File: src/rtl/fp_pkg.sv
// ---------------------------------------------------------------------------
// fp_pkg
// Shared constants and the controller state type for the sequential
// single-precision add/subtract unit.
//   BIAS, EXP_W, MAN_W, EXP_MAX : IEEE-754 single-precision field geometry
//   QNAN                        : canonical quiet NaN returned for invalid ops
//   POS_INF                     : +infinity; OR in a sign bit for -infinity
//   state_t                     : controller states, also exported for debug
// ---------------------------------------------------------------------------
package fp_pkg;

    localparam int BIAS    = 127;
    localparam int EXP_W   = 8;
    localparam int MAN_W   = 23;
    localparam int EXP_MAX = 255;

    localparam logic [31:0] QNAN    = 32'h7FC00000;
    localparam logic [31:0] POS_INF = 32'h7F800000;

    typedef enum logic [2:0] {
        ST_IDLE   = 3'd0,
        ST_UNPACK = 3'd1,
        ST_ALIGN  = 3'd2,
        ST_ADD    = 3'd3,
        ST_NORM   = 3'd4,
        ST_PACK   = 3'd5,
        ST_DONE   = 3'd6
    } state_t;

endpackage

File: src/rtl/fp_addsub_seq_if.sv
// ---------------------------------------------------------------------------
// fp_addsub_seq_if
// Operand and result handshake bundle of fp_addsub_seq.
//   in_valid / in_ready   : operand channel (A_in, B_in, A_S)
//   out_valid / out_ready : result channel (Result)
// Handshake rule for both channels: a transfer happens on a rising clock
// edge where valid && ready are both high. A source that raises valid keeps
// it and its payload steady until that transfer; ready may be asserted
// independently of valid. The unit's in_ready is high only while idle, and
// its Result is held unchanged for as long as out_valid is high.
//   master : producer/consumer side (testbench or system)
//   slave  : the add/subtract unit
// ---------------------------------------------------------------------------
interface fp_addsub_seq_if;

    logic        in_valid;
    logic        in_ready;
    logic [31:0] A_in;
    logic [31:0] B_in;
    logic        A_S;
    logic        out_valid;
    logic        out_ready;
    logic [31:0] Result;

    modport master (
        output in_valid, A_in, B_in, A_S, out_ready,
        input  in_ready, out_valid, Result
    );

    modport slave (
        input  in_valid, A_in, B_in, A_S, out_ready,
        output in_ready, out_valid, Result
    );

endinterface

File: src/rtl/fp_unpack.sv
// ---------------------------------------------------------------------------
// fp_unpack
// Combinational field split and classification of one single-precision
// operand. Exponent-zero encodings (zero and subnormals) are reported as
// zero, so subnormals are flushed by the caller.
//   op      in  32  IEEE-754 single operand
//   sign    out 1   sign bit
//   exp     out 8   biased exponent
//   man     out 23  stored mantissa (no hidden bit)
//   is_zero out 1   exponent == 0
//   is_inf  out 1   exponent all ones, mantissa zero
//   is_nan  out 1   exponent all ones, mantissa non-zero
// ---------------------------------------------------------------------------
module fp_unpack
    import fp_pkg::*;
(
    input  logic [31:0]      op,
    output logic             sign,
    output logic [EXP_W-1:0] exp,
    output logic [MAN_W-1:0] man,
    output logic             is_zero,
    output logic             is_inf,
    output logic             is_nan
);

    logic exp_all_ones;

    assign sign         = op[31];
    assign exp          = op[30:23];
    assign man          = op[22:0];
    assign exp_all_ones = (exp == EXP_W'(EXP_MAX));
    assign is_zero      = (exp == '0);
    assign is_inf       = exp_all_ones && (man == '0);
    assign is_nan       = exp_all_ones && (man != '0);

endmodule

File: src/rtl/fp_addsub_seq.sv
// ---------------------------------------------------------------------------
// fp_addsub_seq
// Multi-cycle single-precision add/subtract, round toward zero.
// Sequence: IDLE -> UNPACK -> [ALIGN] -> ADD -> [NORM] -> PACK -> DONE.
// Alignment and normalisation move one bit per cycle, so latency from the
// accept edge to out_valid is 3 + d + k cycles (2 for special operands).
//   clk       in  1   rising-edge clock
//   rst       in  1   asynchronous active-high reset
//   bus       slave   operand/result handshake bundle (fp_addsub_seq_if)
//   dbg_state out     current controller state
// ---------------------------------------------------------------------------
module fp_addsub_seq
    import fp_pkg::*;
#(
    parameter int EXTRA_BITS = 3,
    parameter int MAX_ALIGN  = 26
)
(
    input  logic                 clk,
    input  logic                 rst,
    fp_addsub_seq_if.slave       bus,
    output state_t               dbg_state
);

    // Working significand: hidden bit at the top, mantissa, then guard bits.
    localparam int SIG_W = 25 + EXTRA_BITS;
    localparam int GRD_W = SIG_W - 24;

    state_t             state_q, state_d;
    logic [31:0]        a_op_q, a_op_d, b_op_q, b_op_d;
    logic               sub_q, sub_d;
    logic               sign_a_q, sign_a_d, sign_b_q, sign_b_d;
    logic [8:0]         exp_a_q, exp_a_d, exp_b_q, exp_b_d;
    logic [SIG_W-1:0]   sig_a_q, sig_a_d, sig_b_q, sig_b_d;
    logic [31:0]        result_q, result_d;
    // Set when result_q already holds the final value (special or zero)
    // so PACK must leave it alone.
    logic               res_set_q, res_set_d;

    // ---------------- operand classification ----------------
    logic             ua_sign, ua_zero, ua_inf, ua_nan;
    logic             ub_sign, ub_zero, ub_inf, ub_nan;
    logic [EXP_W-1:0] ua_exp, ub_exp;
    logic [MAN_W-1:0] ua_man, ub_man;

    fp_unpack u_unpack_a (
        .op(a_op_q), .sign(ua_sign), .exp(ua_exp), .man(ua_man),
        .is_zero(ua_zero), .is_inf(ua_inf), .is_nan(ua_nan)
    );

    fp_unpack u_unpack_b (
        .op(b_op_q), .sign(ub_sign), .exp(ub_exp), .man(ub_man),
        .is_zero(ub_zero), .is_inf(ub_inf), .is_nan(ub_nan)
    );

    logic        eff_sb;
    logic        special;
    logic [31:0] special_val;

    always_comb begin
        eff_sb      = ub_sign ^ sub_q;
        special     = ua_nan | ub_nan | ua_inf | ub_inf | ua_zero | ub_zero;
        special_val = a_op_q;
        if (ua_nan || ub_nan || (ua_inf && ub_inf && (ua_sign != eff_sb)))
            special_val = QNAN;
        else if (ua_inf)
            special_val = POS_INF | {ua_sign, 31'd0};
        else if (ub_inf)
            special_val = POS_INF | {eff_sb, 31'd0};
        else if (ua_zero && ub_zero)
            special_val = 32'd0;
        else if (ua_zero)
            special_val = {eff_sb, b_op_q[30:0]};
    end

    // ---------------- datapath helpers ----------------
    logic [8:0]     exp_diff;
    logic           a_smaller, align_big, align_last;
    logic           a_ge_b;
    logic [SIG_W:0] sum_w;
    logic           sum_sign, sum_zero, sum_carry, sum_norm;
    logic           norm_uflow, norm_last;
    logic [31:0]    packed_val;

    always_comb begin
        a_smaller  = (exp_a_q < exp_b_q);
        exp_diff   = a_smaller ? (exp_b_q - exp_a_q) : (exp_a_q - exp_b_q);
        align_big  = (exp_diff > 9'(MAX_ALIGN));
        align_last = align_big || (exp_diff == 9'd1);

        // Exponents are equal here, so significands order the magnitudes.
        a_ge_b = (sig_a_q >= sig_b_q);
        if (sign_a_q == sign_b_q) begin
            sum_w    = {1'b0, sig_a_q} + {1'b0, sig_b_q};
            sum_sign = sign_a_q;
        end else if (a_ge_b) begin
            sum_w    = {1'b0, sig_a_q} - {1'b0, sig_b_q};
            sum_sign = sign_a_q;
        end else begin
            sum_w    = {1'b0, sig_b_q} - {1'b0, sig_a_q};
            sum_sign = sign_b_q;
        end
        sum_zero  = (sum_w == '0);
        sum_carry = sum_w[SIG_W];
        sum_norm  = sum_w[SIG_W-1];

        // One more left shift would take the exponent below 1.
        norm_uflow = (exp_a_q <= 9'd1);
        // The bit about to move into the hidden position is set.
        norm_last  = sig_a_q[SIG_W-2];

        if (exp_a_q >= 9'(EXP_MAX))
            packed_val = POS_INF | {sign_a_q, 31'd0};
        else
            packed_val = {sign_a_q, exp_a_q[7:0], sig_a_q[SIG_W-2 -: MAN_W]};
    end

    // ---------------- FSM: state register ----------------
    always_ff @(posedge clk or posedge rst) begin
        if (rst) state_q <= ST_IDLE;
        else     state_q <= state_d;
    end

    // ---------------- FSM: next state ----------------
    always_comb begin
        state_d = state_q;
        case (state_q)
            ST_IDLE:   if (bus.in_valid) state_d = ST_UNPACK;
            ST_UNPACK: begin
                if (special)               state_d = ST_PACK;
                else if (ua_exp == ub_exp) state_d = ST_ADD;
                else                       state_d = ST_ALIGN;
            end
            ST_ALIGN:  if (align_last) state_d = ST_ADD;
            ST_ADD: begin
                if (sum_zero || sum_carry || sum_norm) state_d = ST_PACK;
                else                                   state_d = ST_NORM;
            end
            ST_NORM:   if (norm_uflow || norm_last) state_d = ST_PACK;
            ST_PACK:   state_d = ST_DONE;
            ST_DONE:   if (bus.out_ready) state_d = ST_IDLE;
            default:   state_d = ST_IDLE;
        endcase
    end

    // ---------------- FSM: outputs ----------------
    always_comb begin
        bus.in_ready  = (state_q == ST_IDLE);
        bus.out_valid = (state_q == ST_DONE);
        bus.Result    = result_q;
        dbg_state     = state_q;
    end

    // ---------------- datapath next values ----------------
    always_comb begin
        a_op_d    = a_op_q;
        b_op_d    = b_op_q;
        sub_d     = sub_q;
        sign_a_d  = sign_a_q;
        sign_b_d  = sign_b_q;
        exp_a_d   = exp_a_q;
        exp_b_d   = exp_b_q;
        sig_a_d   = sig_a_q;
        sig_b_d   = sig_b_q;
        result_d  = result_q;
        res_set_d = res_set_q;
        case (state_q)
            ST_IDLE: begin
                if (bus.in_valid) begin
                    a_op_d = bus.A_in;
                    b_op_d = bus.B_in;
                    sub_d  = bus.A_S;
                end
            end
            ST_UNPACK: begin
                sign_a_d  = ua_sign;
                sign_b_d  = eff_sb;
                exp_a_d   = {1'b0, ua_exp};
                exp_b_d   = {1'b0, ub_exp};
                sig_a_d   = {1'b1, ua_man, {GRD_W{1'b0}}};
                sig_b_d   = {1'b1, ub_man, {GRD_W{1'b0}}};
                res_set_d = special;
                if (special) result_d = special_val;
            end
            ST_ALIGN: begin
                if (a_smaller) begin
                    sig_a_d = align_big ? '0 : (sig_a_q >> 1);
                    exp_a_d = align_big ? exp_b_q : (exp_a_q + 9'd1);
                end else begin
                    sig_b_d = align_big ? '0 : (sig_b_q >> 1);
                    exp_b_d = align_big ? exp_a_q : (exp_b_q + 9'd1);
                end
            end
            ST_ADD: begin
                // The sum lands in the A registers for NORM/PACK.
                sign_a_d = sum_sign;
                if (sum_zero) begin
                    result_d  = 32'd0;
                    res_set_d = 1'b1;
                end else if (sum_carry) begin
                    sig_a_d = sum_w[SIG_W:1];
                    exp_a_d = exp_a_q + 9'd1;
                end else begin
                    sig_a_d = sum_w[SIG_W-1:0];
                end
            end
            ST_NORM: begin
                if (norm_uflow) begin
                    result_d  = 32'd0;
                    res_set_d = 1'b1;
                end else begin
                    sig_a_d = sig_a_q << 1;
                    exp_a_d = exp_a_q - 9'd1;
                end
            end
            ST_PACK: begin
                if (!res_set_q) result_d = packed_val;
            end
            default: ;
        endcase
    end

    // ---------------- datapath registers ----------------
    always_ff @(posedge clk or posedge rst) begin
        if (rst) begin
            a_op_q    <= '0;
            b_op_q    <= '0;
            sub_q     <= 1'b0;
            sign_a_q  <= 1'b0;
            sign_b_q  <= 1'b0;
            exp_a_q   <= '0;
            exp_b_q   <= '0;
            sig_a_q   <= '0;
            sig_b_q   <= '0;
            result_q  <= '0;
            res_set_q <= 1'b0;
        end else begin
            a_op_q    <= a_op_d;
            b_op_q    <= b_op_d;
            sub_q     <= sub_d;
            sign_a_q  <= sign_a_d;
            sign_b_q  <= sign_b_d;
            exp_a_q   <= exp_a_d;
            exp_b_q   <= exp_b_d;
            sig_a_q   <= sig_a_d;
            sig_b_q   <= sig_b_d;
            result_q  <= result_d;
            res_set_q <= res_set_d;
        end
    end

endmodule

File: src/flat_wrapper.sv
// flat-port wrapper written by rule: the top's interface ports become plain ports
module fp_addsub_seq_flat import fp_pkg::*;
#(
    parameter int EXTRA_BITS = 3,
    parameter int MAX_ALIGN  = 26
)
  (clk, rst, dbg_state, bus_in_valid, bus_A_in, bus_B_in, bus_A_S, bus_out_ready, bus_in_ready, bus_out_valid, bus_Result);
  fp_addsub_seq_if bus_i ();
  input  logic clk;
  input  logic rst;
  output state_t dbg_state;
  input wire logic [$bits(bus_i.in_valid)-1:0] bus_in_valid;
  input wire logic [$bits(bus_i.A_in)-1:0] bus_A_in;
  input wire logic [$bits(bus_i.B_in)-1:0] bus_B_in;
  input wire logic [$bits(bus_i.A_S)-1:0] bus_A_S;
  input wire logic [$bits(bus_i.out_ready)-1:0] bus_out_ready;
  output wire logic [$bits(bus_i.in_ready)-1:0] bus_in_ready;
  output wire logic [$bits(bus_i.out_valid)-1:0] bus_out_valid;
  output wire logic [$bits(bus_i.Result)-1:0] bus_Result;
  assign bus_i.in_valid = bus_in_valid;
  assign bus_i.A_in = bus_A_in;
  assign bus_i.B_in = bus_B_in;
  assign bus_i.A_S = bus_A_S;
  assign bus_i.out_ready = bus_out_ready;
  assign bus_in_ready = bus_i.in_ready;
  assign bus_out_valid = bus_i.out_valid;
  assign bus_Result = bus_i.Result;
  fp_addsub_seq #(.EXTRA_BITS(EXTRA_BITS), .MAX_ALIGN(MAX_ALIGN)) u_core (.clk(clk), .rst(rst), .bus(bus_i), .dbg_state(dbg_state));
endmodule
File: config.mk
export PLATFORM = sky130hd
export DESIGN_NAME = fp_addsub_seq_flat
export DESIGN_NICKNAME = d
export VERILOG_FILES = /design/src/rtl/fp_pkg.sv /design/src/rtl/fp_addsub_seq_if.sv /design/src/rtl/fp_unpack.sv /design/src/rtl/fp_addsub_seq.sv /design/src/flat_wrapper.sv
export SDC_FILE = /design/constraint.sdc
export NUM_CORES = 1
export LEC_CHECK = 0
export CAP_MARGIN = 0
export CORE_MARGIN = 4
export CORE_UTILIZATION = 60
export CTS_CLUSTER_SIZE = 40
export DETAILED_ROUTE_END_ITERATION = 8
export HOLD_SLACK_MARGIN = 0.06
export PLACE_DENSITY = 0.89
export REMOVE_ABC_BUFFERS = 1
export SYNTH_ARGS = -nofsm -noshare
export SYNTH_HDL_FRONTEND = slang
export SYNTH_HIERARCHICAL = 1
export SYNTH_SLANG_ARGS = --single-unit
File: constraint.sdc
create_clock -name clk -period 7.8 [get_ports clk]
set_input_delay 1.56 -clock clk [delete_from_list [all_inputs] [get_ports clk]]
set_output_delay 1.56 -clock clk [all_outputs]
set_load 0.01 [all_outputs]
==> summary.txt, run 1 <==
Yosys
  – Count of different cell masters after synthesis: 89
  – Number of flip-flops and latches in the synthesized netlist: 177
  – Cell accounting for the most synthesized area: sky130_fd_sc_hd__dfrtp_1
  – Sequential element share of the synthesized area: 27.4%
  – Synth Area per Inst: 8.31 um^2
  – Largest cells by area after synthesis: sky130_fd_sc_hd__dfrtp_1 27%, sky130_fd_sc_hd__ha_1 8.4%, sky130_fd_sc_hd__mux2_2 5.4%
  – Share of Yosys cell area claimed by the top area cell type: 27.4%
  – Most used standard cells in the synthesized netlist: 177 x sky130_fd_sc_hd__dfrtp_1, 149 x sky130_fd_sc_hd__nand2_1, 139 x sky130_fd_sc_hd__nor2_1, 133 x sky130_fd_sc_hd__o21ai_0, 132 x sky130_fd_sc_hd__a21oi_1
  – Most repeated cell in the gate-level netlist after synthesis: sky130_fd_sc_hd__dfrtp_1
  – Yosys synthesis warning count: 6
  – Area of the mapped netlist: 16200 um^2
  – Synth async-reset ratio: 100%
  – Main synth FF type: sky130_fd_sc_hd__dfrtp_1
  – Number of synthesized flops with an enable pin: 0
  – Post-synthesis cell count: 1945

Clock network
  – Hold buffers post-CTS: 0
  – Clock tree from TritonCTS: built
  – Clock sinks: 177
  – H-Tree Level Count: 4
  – Number of buffers added for setup after CTS: 0
  – CTS-repair resized insts: 0
  – Clk Latency, worst-skew pair: 0.45 ns
  – Number of buffers between clock root and the deepest sink: 2
  – CTS Buf Count: 17
  – Clock-pin slew of the registers on the worst-case setup and hold paths: 0.08 ns
  – Root cell of the clock tree: sky130_fd_sc_hd__clkbuf_16

Floorplanning
  – Vertical die dimension: 172 um
  – IO Count: 106
  – Initial Utilization: 61.5%
  – Area enclosed by the die boundary: 29600 um^2
  – Die W: 172 um
  – Core area: 26300 um^2
  – Row cnt: 59

Setup path
  – Arrival time of the worst setup path: 6.46 ns
  – Sort of element at the start of the critical path: flop
  – Worst setup EP type: flop
  – Library cell contributing the largest single delay on the critical path: sky130_fd_sc_hd__nor3_2
  – Chain of cells forming the critical path: inv_1 > ha_1 > a21oi_1 > o21ai_1 > a21o_2 > nor3_2 > a211oi_1 > xnor2_1 > or4b_1 > nor4_2 > nand4_1 > a21oi_4 > buf_4 > mux2_1
  – Critical path data required time: 8.12 ns
  – Highest cell delay on the worst timing path: 0.74 ns
  – Highest net fanout along the worst path: 24
  – CP Class: flop to flop
  – Setup slack, reg-to-reg: 1.66 ns

Global routing
  – Number of global-route vias before repair: 15708
  – Overall Global Routing Usage: 40.4%
  – Overflow after GRT: 0
  – Pin count of the biggest net entering global routing: 71
  – First-pass GRT wire length: 92600 um
  – Number of antenna violations at the first check in global routing: 4

Place
  – Count of buffers inserted at the top-level ports: 105
  – DP Wirelength: 45100 um
  – GPL Wtd Cong: 1.04
  – Worst slack at placement: 1.86 ns

Finish
  – Share of cells above drive strength 1: 9.39%
  – Area growth from synthesis to final layout: 8.74%
  – Post-layout net count: 2097

STA
  – Number of pins exceeding their max-slew limit in the final report: 0
  – Shortest clock period the worst path allows after layout: 6.14 ns
  – Worst slew pin tran: 1.28 ns
  – Maximum clock skew at final layout: 0.0207 ns
  – Unrepaired setup endpoints after global routing: false
  – Total negative slack: 0 ns
  – Hold slack final: 0.498 ns
  – Count of final hold-check violations: 0
  – Final cycle utilization of the critical path: 78.7%
  – Maximum clock frequency: 163 MHz
  – Slew HR: 14.8%
  – Final critical-path setup slack: 1.66 ns
  – Final setup violation count: 0

Detailed routing
  – Via count: 16166
  – Vias per Instance: 7.14
  – Overall routed net length: 60500 um
  – Wire length per cell after detailed routing: 26.7 um
  – Number of nets still failing antenna checks after routing: 0
  – Initial DRC Count: 2393
  – Remaining design rule violation count: 0
  – Detailed Routing Iterations Pass 1: 6

Run status
  – Outcome: finished clean

Job
  – Number of max-cap violations: 0

Hold path
  – Hold WC Path Type: flop to flop
## flip-flops by register name, summed over array words and instances (netlist names), 3 cells and up
| register | count |
|---|---|
| u_core/sig_b_q | 28 |
| u_core/b_op_q | 32 |
| u_core/dbg_state | 3 |
| u_core/exp_b_q | 9 |
| u_core/sig_a_q | 28 |
| u_core/exp_a_q | 9 |
| u_core/a_op_q | 32 |
| u_core/bus.Result | 32 |
## layout make-up
| class | instances | area (um^2) |
|---|---|---|
| Multi-Input combinational cell | 1470 | 10400 |
| Fill cell | 2133 | 8700 |
| Sequential cell | 177 | 4430 |
| Timing Repair Buffer | 130 | 1240 |
| Inverter | 118 | 448 |
| Clock buffer | 17 | 425 |
| Tap cell | 335 | 419 |
| Clock inverter | 15 | 195 |
| Antenna cell | 2 | 5.00 |
## stage by stage
step | util [%] | area (um^2) | std cells
floorplan | - | 15200 | 1765
global placement | 64.5 | 17000 | 2230
detailed placement | 64.5 | 17000 | 2230
CTS | 66.9 | 17600 | 2262
global route | 66.9 | 17600 | 2262
finish | 66.9 | 17600 | 2264
## cells in the final DEF (no fill, tap or decap), types with 42 or more instances in the layout
| cell | n |
|---|---|
| sky130_fd_sc_hd__a211oi_1 | 44 |
| sky130_fd_sc_hd__a21oi_1 | 131 |
| sky130_fd_sc_hd__a31oi_1 | 46 |
| sky130_fd_sc_hd__clkdlybuf4s50_1 | 105 |
| sky130_fd_sc_hd__dfrtp_1 | 177 |
| sky130_fd_sc_hd__ha_1 | 109 |
| sky130_fd_sc_hd__inv_1 | 114 |
| sky130_fd_sc_hd__mux2_1 | 42 |
| sky130_fd_sc_hd__mux2_2 | 77 |
| sky130_fd_sc_hd__mux2i_1 | 51 |
| sky130_fd_sc_hd__nand2_1 | 148 |
| sky130_fd_sc_hd__nand3_1 | 74 |
| sky130_fd_sc_hd__nor2_1 | 136 |
| sky130_fd_sc_hd__o21ai_0 | 133 |
| sky130_fd_sc_hd__xnor2_1 | 42 |
## cells by family after synthesis
| family | Yosys count | synth area share [%] |
|---|---|---|
| AO/OA/AOI/OAI | 598 | 24.8 |
| AND/OR/NAND/NOR | 536 | 15.8 |
| buffers and inverters | 298 | 8.72 |
| flip-flops | 177 | 27.4 |
| multiplexers | 170 | 11.4 |
| adder cells (fa/ha/maj) | 114 | 9.06 |
| XOR/XNOR | 52 | 2.82 |
## per-layer routing
| layer | wire [um] | track usage, % |
|---|---|---|
| met4 | 2950 | 17.2 |
| met5 | 22 | 0 |
| met1 | 23800 | 54.5 |
| met3 | 6980 | 9.79 |
| met2 | 26800 | 62.4 |
## critical path, delay by kind of cell, from the launching register on
family,cells,cell delay (ns)
compound gates,5,1.90
xor+xnor,1,0.25
fa+ha+maj,1,0.53
buf+inv,2,0.52
flops,1,0.45
mux,1,0.38
simple gates,4,1.95
## path summary, 6_finish.rpt
check	start	end	cells past startpoint
worst min register to register	u_core/bus.Result[25]	u_core/bus.Result[25]	1
worst max-delay path	u_core/sig_a_q[20]	u_core/bus.Result[9]	14
worst min-delay path	u_core/bus.Result[25]	u_core/bus.Result[25]	1
max in group asynchronous	rst	u_core/sig_b_q[24]	3
min in group asynchronous	rst	u_core/a_op_q[6]	2
worst max register to register	u_core/sig_a_q[20]	u_core/bus.Result[9]	14
Power of run 1 is not shown: default switching activity piles up to over one toggle a cycle in this logic, so the estimate is an artifact.
==> run 2, diff against run 1 <==
CORE_UTILIZATION = 55   (was 60)
PLACE_DENSITY = 0.86   (was 0.89)
clock period = 5.6 ns   (was 7.8 ns; I/O delays follow)
==> run 2 against run 1 <==
Worst hold slack worse by 0.0019 ns. Maximum frequency rose by 12%. Critical path depth grew 1. Non-clock buffer count increased by 84. Critical path type unchanged. Largest cell class unchanged. Highest routed layer is now met4.
==> summary.txt, run 2 (same netlist as run 1, synthesis figures left out) <==
Run status
  – Outcome: finished clean (unchanged)

Place
  – GPL Wtd Cong: 1.08 (was 1.04)
  – Placed inst area: 17600 um^2 (was 17000 um^2)
  – Dpl cells: 2359 (was 2230)
  – Count of buffers inserted at the top-level ports: 105 (unchanged)
  – DP Wirelength: 45800 um (was 45100 um)

Floorplanning
  – Row cnt: 62 (was 59)
  – Area enclosed by the die boundary: 32200 um^2 (was 29600 um^2)
  – IO Count: 106 (unchanged)
  – Die W: 179 um (was 172 um)
  – Vertical die dimension: 179 um (was 172 um)
  – Initial Utilization: 56.0% (was 61.5%)
  – Core area: 28900 um^2 (was 26300 um^2)

Setup path
  – Worst setup EP type: flop (unchanged)
  – Chain of cells forming the critical path: inv_1 > ha_1 > a21oi_1 > o21ai_1 > o31a_2 > nor2_1 > buf_4 > mux2_2 > o2111a_1 > or4_1 > nor2_1 > nand4_1 > a21oi_4 > buf_12 > mux2_1 (was inv_1 > ha_1 > a21oi_1 > o21ai_1 > a21o_2 > nor3_2 > a211oi_1 > xnor2_1 > or4b_1 > nor4_2 > nand4_1 > a21oi_4 > buf_4 > mux2_1)
  – Highest cell delay on the worst timing path: 0.63 ns (was 0.74 ns)
  – Setup slack, reg-to-reg: 0.13 ns (was 1.66 ns)
  – CP Class: flop to flop (unchanged)
  – Library cell contributing the largest single delay on the critical path: sky130_fd_sc_hd__or4_1 (was sky130_fd_sc_hd__nor3_2)
  – Crit path top cell by count: sky130_fd_sc_hd__nor2_1
  – Arrival time of the worst setup path: 5.79 ns (was 6.46 ns)
  – Startpoint of the worst-slack reg-to-reg timing path: u_core/sig_a_q[12] (was u_core/sig_a_q[20])
  – Top cell family by delay on the critical path: compound AO/OA/AOI/OAI gates (was simple AND/OR/NAND/NOR gates)
  – Crit Reg-Reg Endpoint: u_core/bus.Result[23] (was u_core/bus.Result[9])
  – Sort of element at the start of the critical path: flop (unchanged)
  – Critical path data required time: 5.92 ns (was 8.12 ns)
  – Buffers plus inverters on the worst setup path: 3 (was 2)
  – Length in cells of the worst reg-to-reg path: 15 (was 14)
  – Highest net fanout along the worst path: 22 (was 24)

Finish
  – Post-layout net count: 2182 (was 2097)
  – Commonest non-fill, non-tap cells in the layout: 177 x sky130_fd_sc_hd__dfrtp_1, 148 x sky130_fd_sc_hd__nand2_1, 136 x sky130_fd_sc_hd__nor2_1 (unchanged)
  – Most common library cell in the layout ignoring fill and taps: sky130_fd_sc_hd__dfrtp_1 (unchanged)
  – Area growth from synthesis to final layout: 13.2% (was 8.74%)
  – Ant. Diodes: 0 (was 2)
  – Layout Cells excl Fill: 2396 (was 2264)
  – Share of cells above drive strength 1: 13.3% (was 9.39%)
  – Total non-filler cell area in the finished layout: 18300 um^2 (was 17600 um^2)

STA
  – Maximum clock skew at final layout: 0.0200 ns (was 0.0207 ns)
  – Count of final hold-check violations: 0 (unchanged)
  – Number of pins exceeding their max-slew limit in the final report: 0 (unchanged)
  – Hold slack final: 0.496 ns (was 0.498 ns)
  – Final setup violation count: 0 (unchanged)
  – Slew HR: 20.6% (was 14.8%)
  – Worst slew pin tran: 1.19 ns (was 1.28 ns)
  – Final cycle utilization of the critical path: 97.7% (was 78.7%)
  – Total negative slack: 0 ns (unchanged)
  – Unrepaired setup endpoints after global routing: false (unchanged)
  – Maximum clock frequency: 183 MHz (was 163 MHz)
  – Shortest clock period the worst path allows after layout: 5.47 ns (was 6.14 ns)

Clock network
  – Root cell of the clock tree: sky130_fd_sc_hd__clkbuf_16 (unchanged)
  – CTS Buf Count: 17 (unchanged)
  – Clock-pin slew of the registers on the worst-case setup and hold paths: 0.08 ns (about the same)
  – Number of buffers between clock root and the deepest sink: 2 (unchanged)
  – Clock sinks: 177 (unchanged)
  – Clk Latency, worst-skew pair: 0.44 ns (was 0.45 ns)
  – Hold buffers post-CTS: 0 (unchanged)
  – Clock tree from TritonCTS: built (unchanged)
  – H-Tree Level Count: 4 (unchanged)

Detailed routing
  – Overall routed net length: 61200 um (was 60500 um)
  – Detailed Routing Iterations Pass 1: 6 (unchanged)
  – Initial DRC Count: 2926 (was 2393)
  – Vias per Instance: 6.94 (was 7.14)
  – Remaining design rule violation count: 0 (unchanged)
  – Wire length per cell after detailed routing: 25.6 um (was 26.7 um)
  – Via count: 16623 (was 16166)
  – Number of nets still failing antenna checks after routing: 0 (unchanged)

Global routing
  – Number of global-route vias before repair: 15835 (was 15708)
  – Pin count of the biggest net entering global routing: 91 (was 71)
  – Overflow after GRT: 0 (unchanged)
  – Number of antenna violations at the first check in global routing: 0 (was 4)
  – First-pass GRT wire length: 94000 um (was 92600 um)
  – Overall Global Routing Usage: 36.2% (was 40.4%)

Hold path
  – Hold path depth: 1 (unchanged)
  – Hold Crit Endpoint: u_core/bus.Result[1] (was u_core/bus.Result[25])
  – Hold wc startpoint: u_core/bus.Result[1] (was u_core/bus.Result[25])
  – Hold WC Path Type: flop to flop (unchanged)

Job
  – Number of max-cap violations: 0 (unchanged)
run 2: worst max-delay path by stage:
stage                                   from                     to  slack (ns)  cells after the start
after floorplan            u_core/exp_a_q[5]    u_core/dbg_state[1]       -0.44                     14
after detailed placement  u_core/sig_a_q[12]  u_core/bus.Result[23]        0.05                     15
after global placement    u_core/sig_a_q[12]   u_core/bus.Result[5]        0.23                     14
after CTS                 u_core/sig_a_q[12]  u_core/bus.Result[23]        0.02                     15
final                     u_core/sig_a_q[12]  u_core/bus.Result[23]        0.13                     15
after global routing      u_core/sig_a_q[12]      u_core/sig_a_q[6]        0.04                     14
run 2: cell type report:
cell class / instances / area, um^2
multi-input cells: 1471 / 10500
clock inverters: 15 / 171
clock buffers: 17 / 425
well taps: 384 / 480
inverters: 118 / 448
flip-flops and latches: 177 / 4430
repair buffers: 214 / 1890
fillers: 2438 / 10600
run 2: worst register-to-register path, delay by kind of cell, from the launching register on:
kind / cells / cell delay [ns]
adders and majority gates: 1 / 0.43
muxes: 2 / 0.74
DFF: 1 / 0.43
buffers and inverters: 3 / 0.57
and+or+nand+nor: 4 / 1.44
AOI/OAI and AO/OA: 5 / 1.73
run 2: metrics by stage:
stage	util (%)	setup slack [ns]
after floorplan	-	-0.438
after global placement	61.1	0.233
after detailed placement	61.1	0.0493
after CTS	63.2	0.0250
after global routing	63.4	0.0438
final	63.4	0.127
run 2: layer usage:
metal	track usage [%]	vias to the layer above	part of all wire [%]
met3	7.44	214	12
met4	12.5	0	4.1
met2	55.1	1259	43
met1	51.3	7982	41
li1	-	7168	-
met5	0	-	0
run 2: what timing repair did:
action                                  4_1_cts  5_1_grt
resized for setup                             0        5
buffers inserted                              0        4
endpoints found under the setup margin        0       61
hold endpoints to repair                      0        0
Power of run 2 is left out for the same reason.
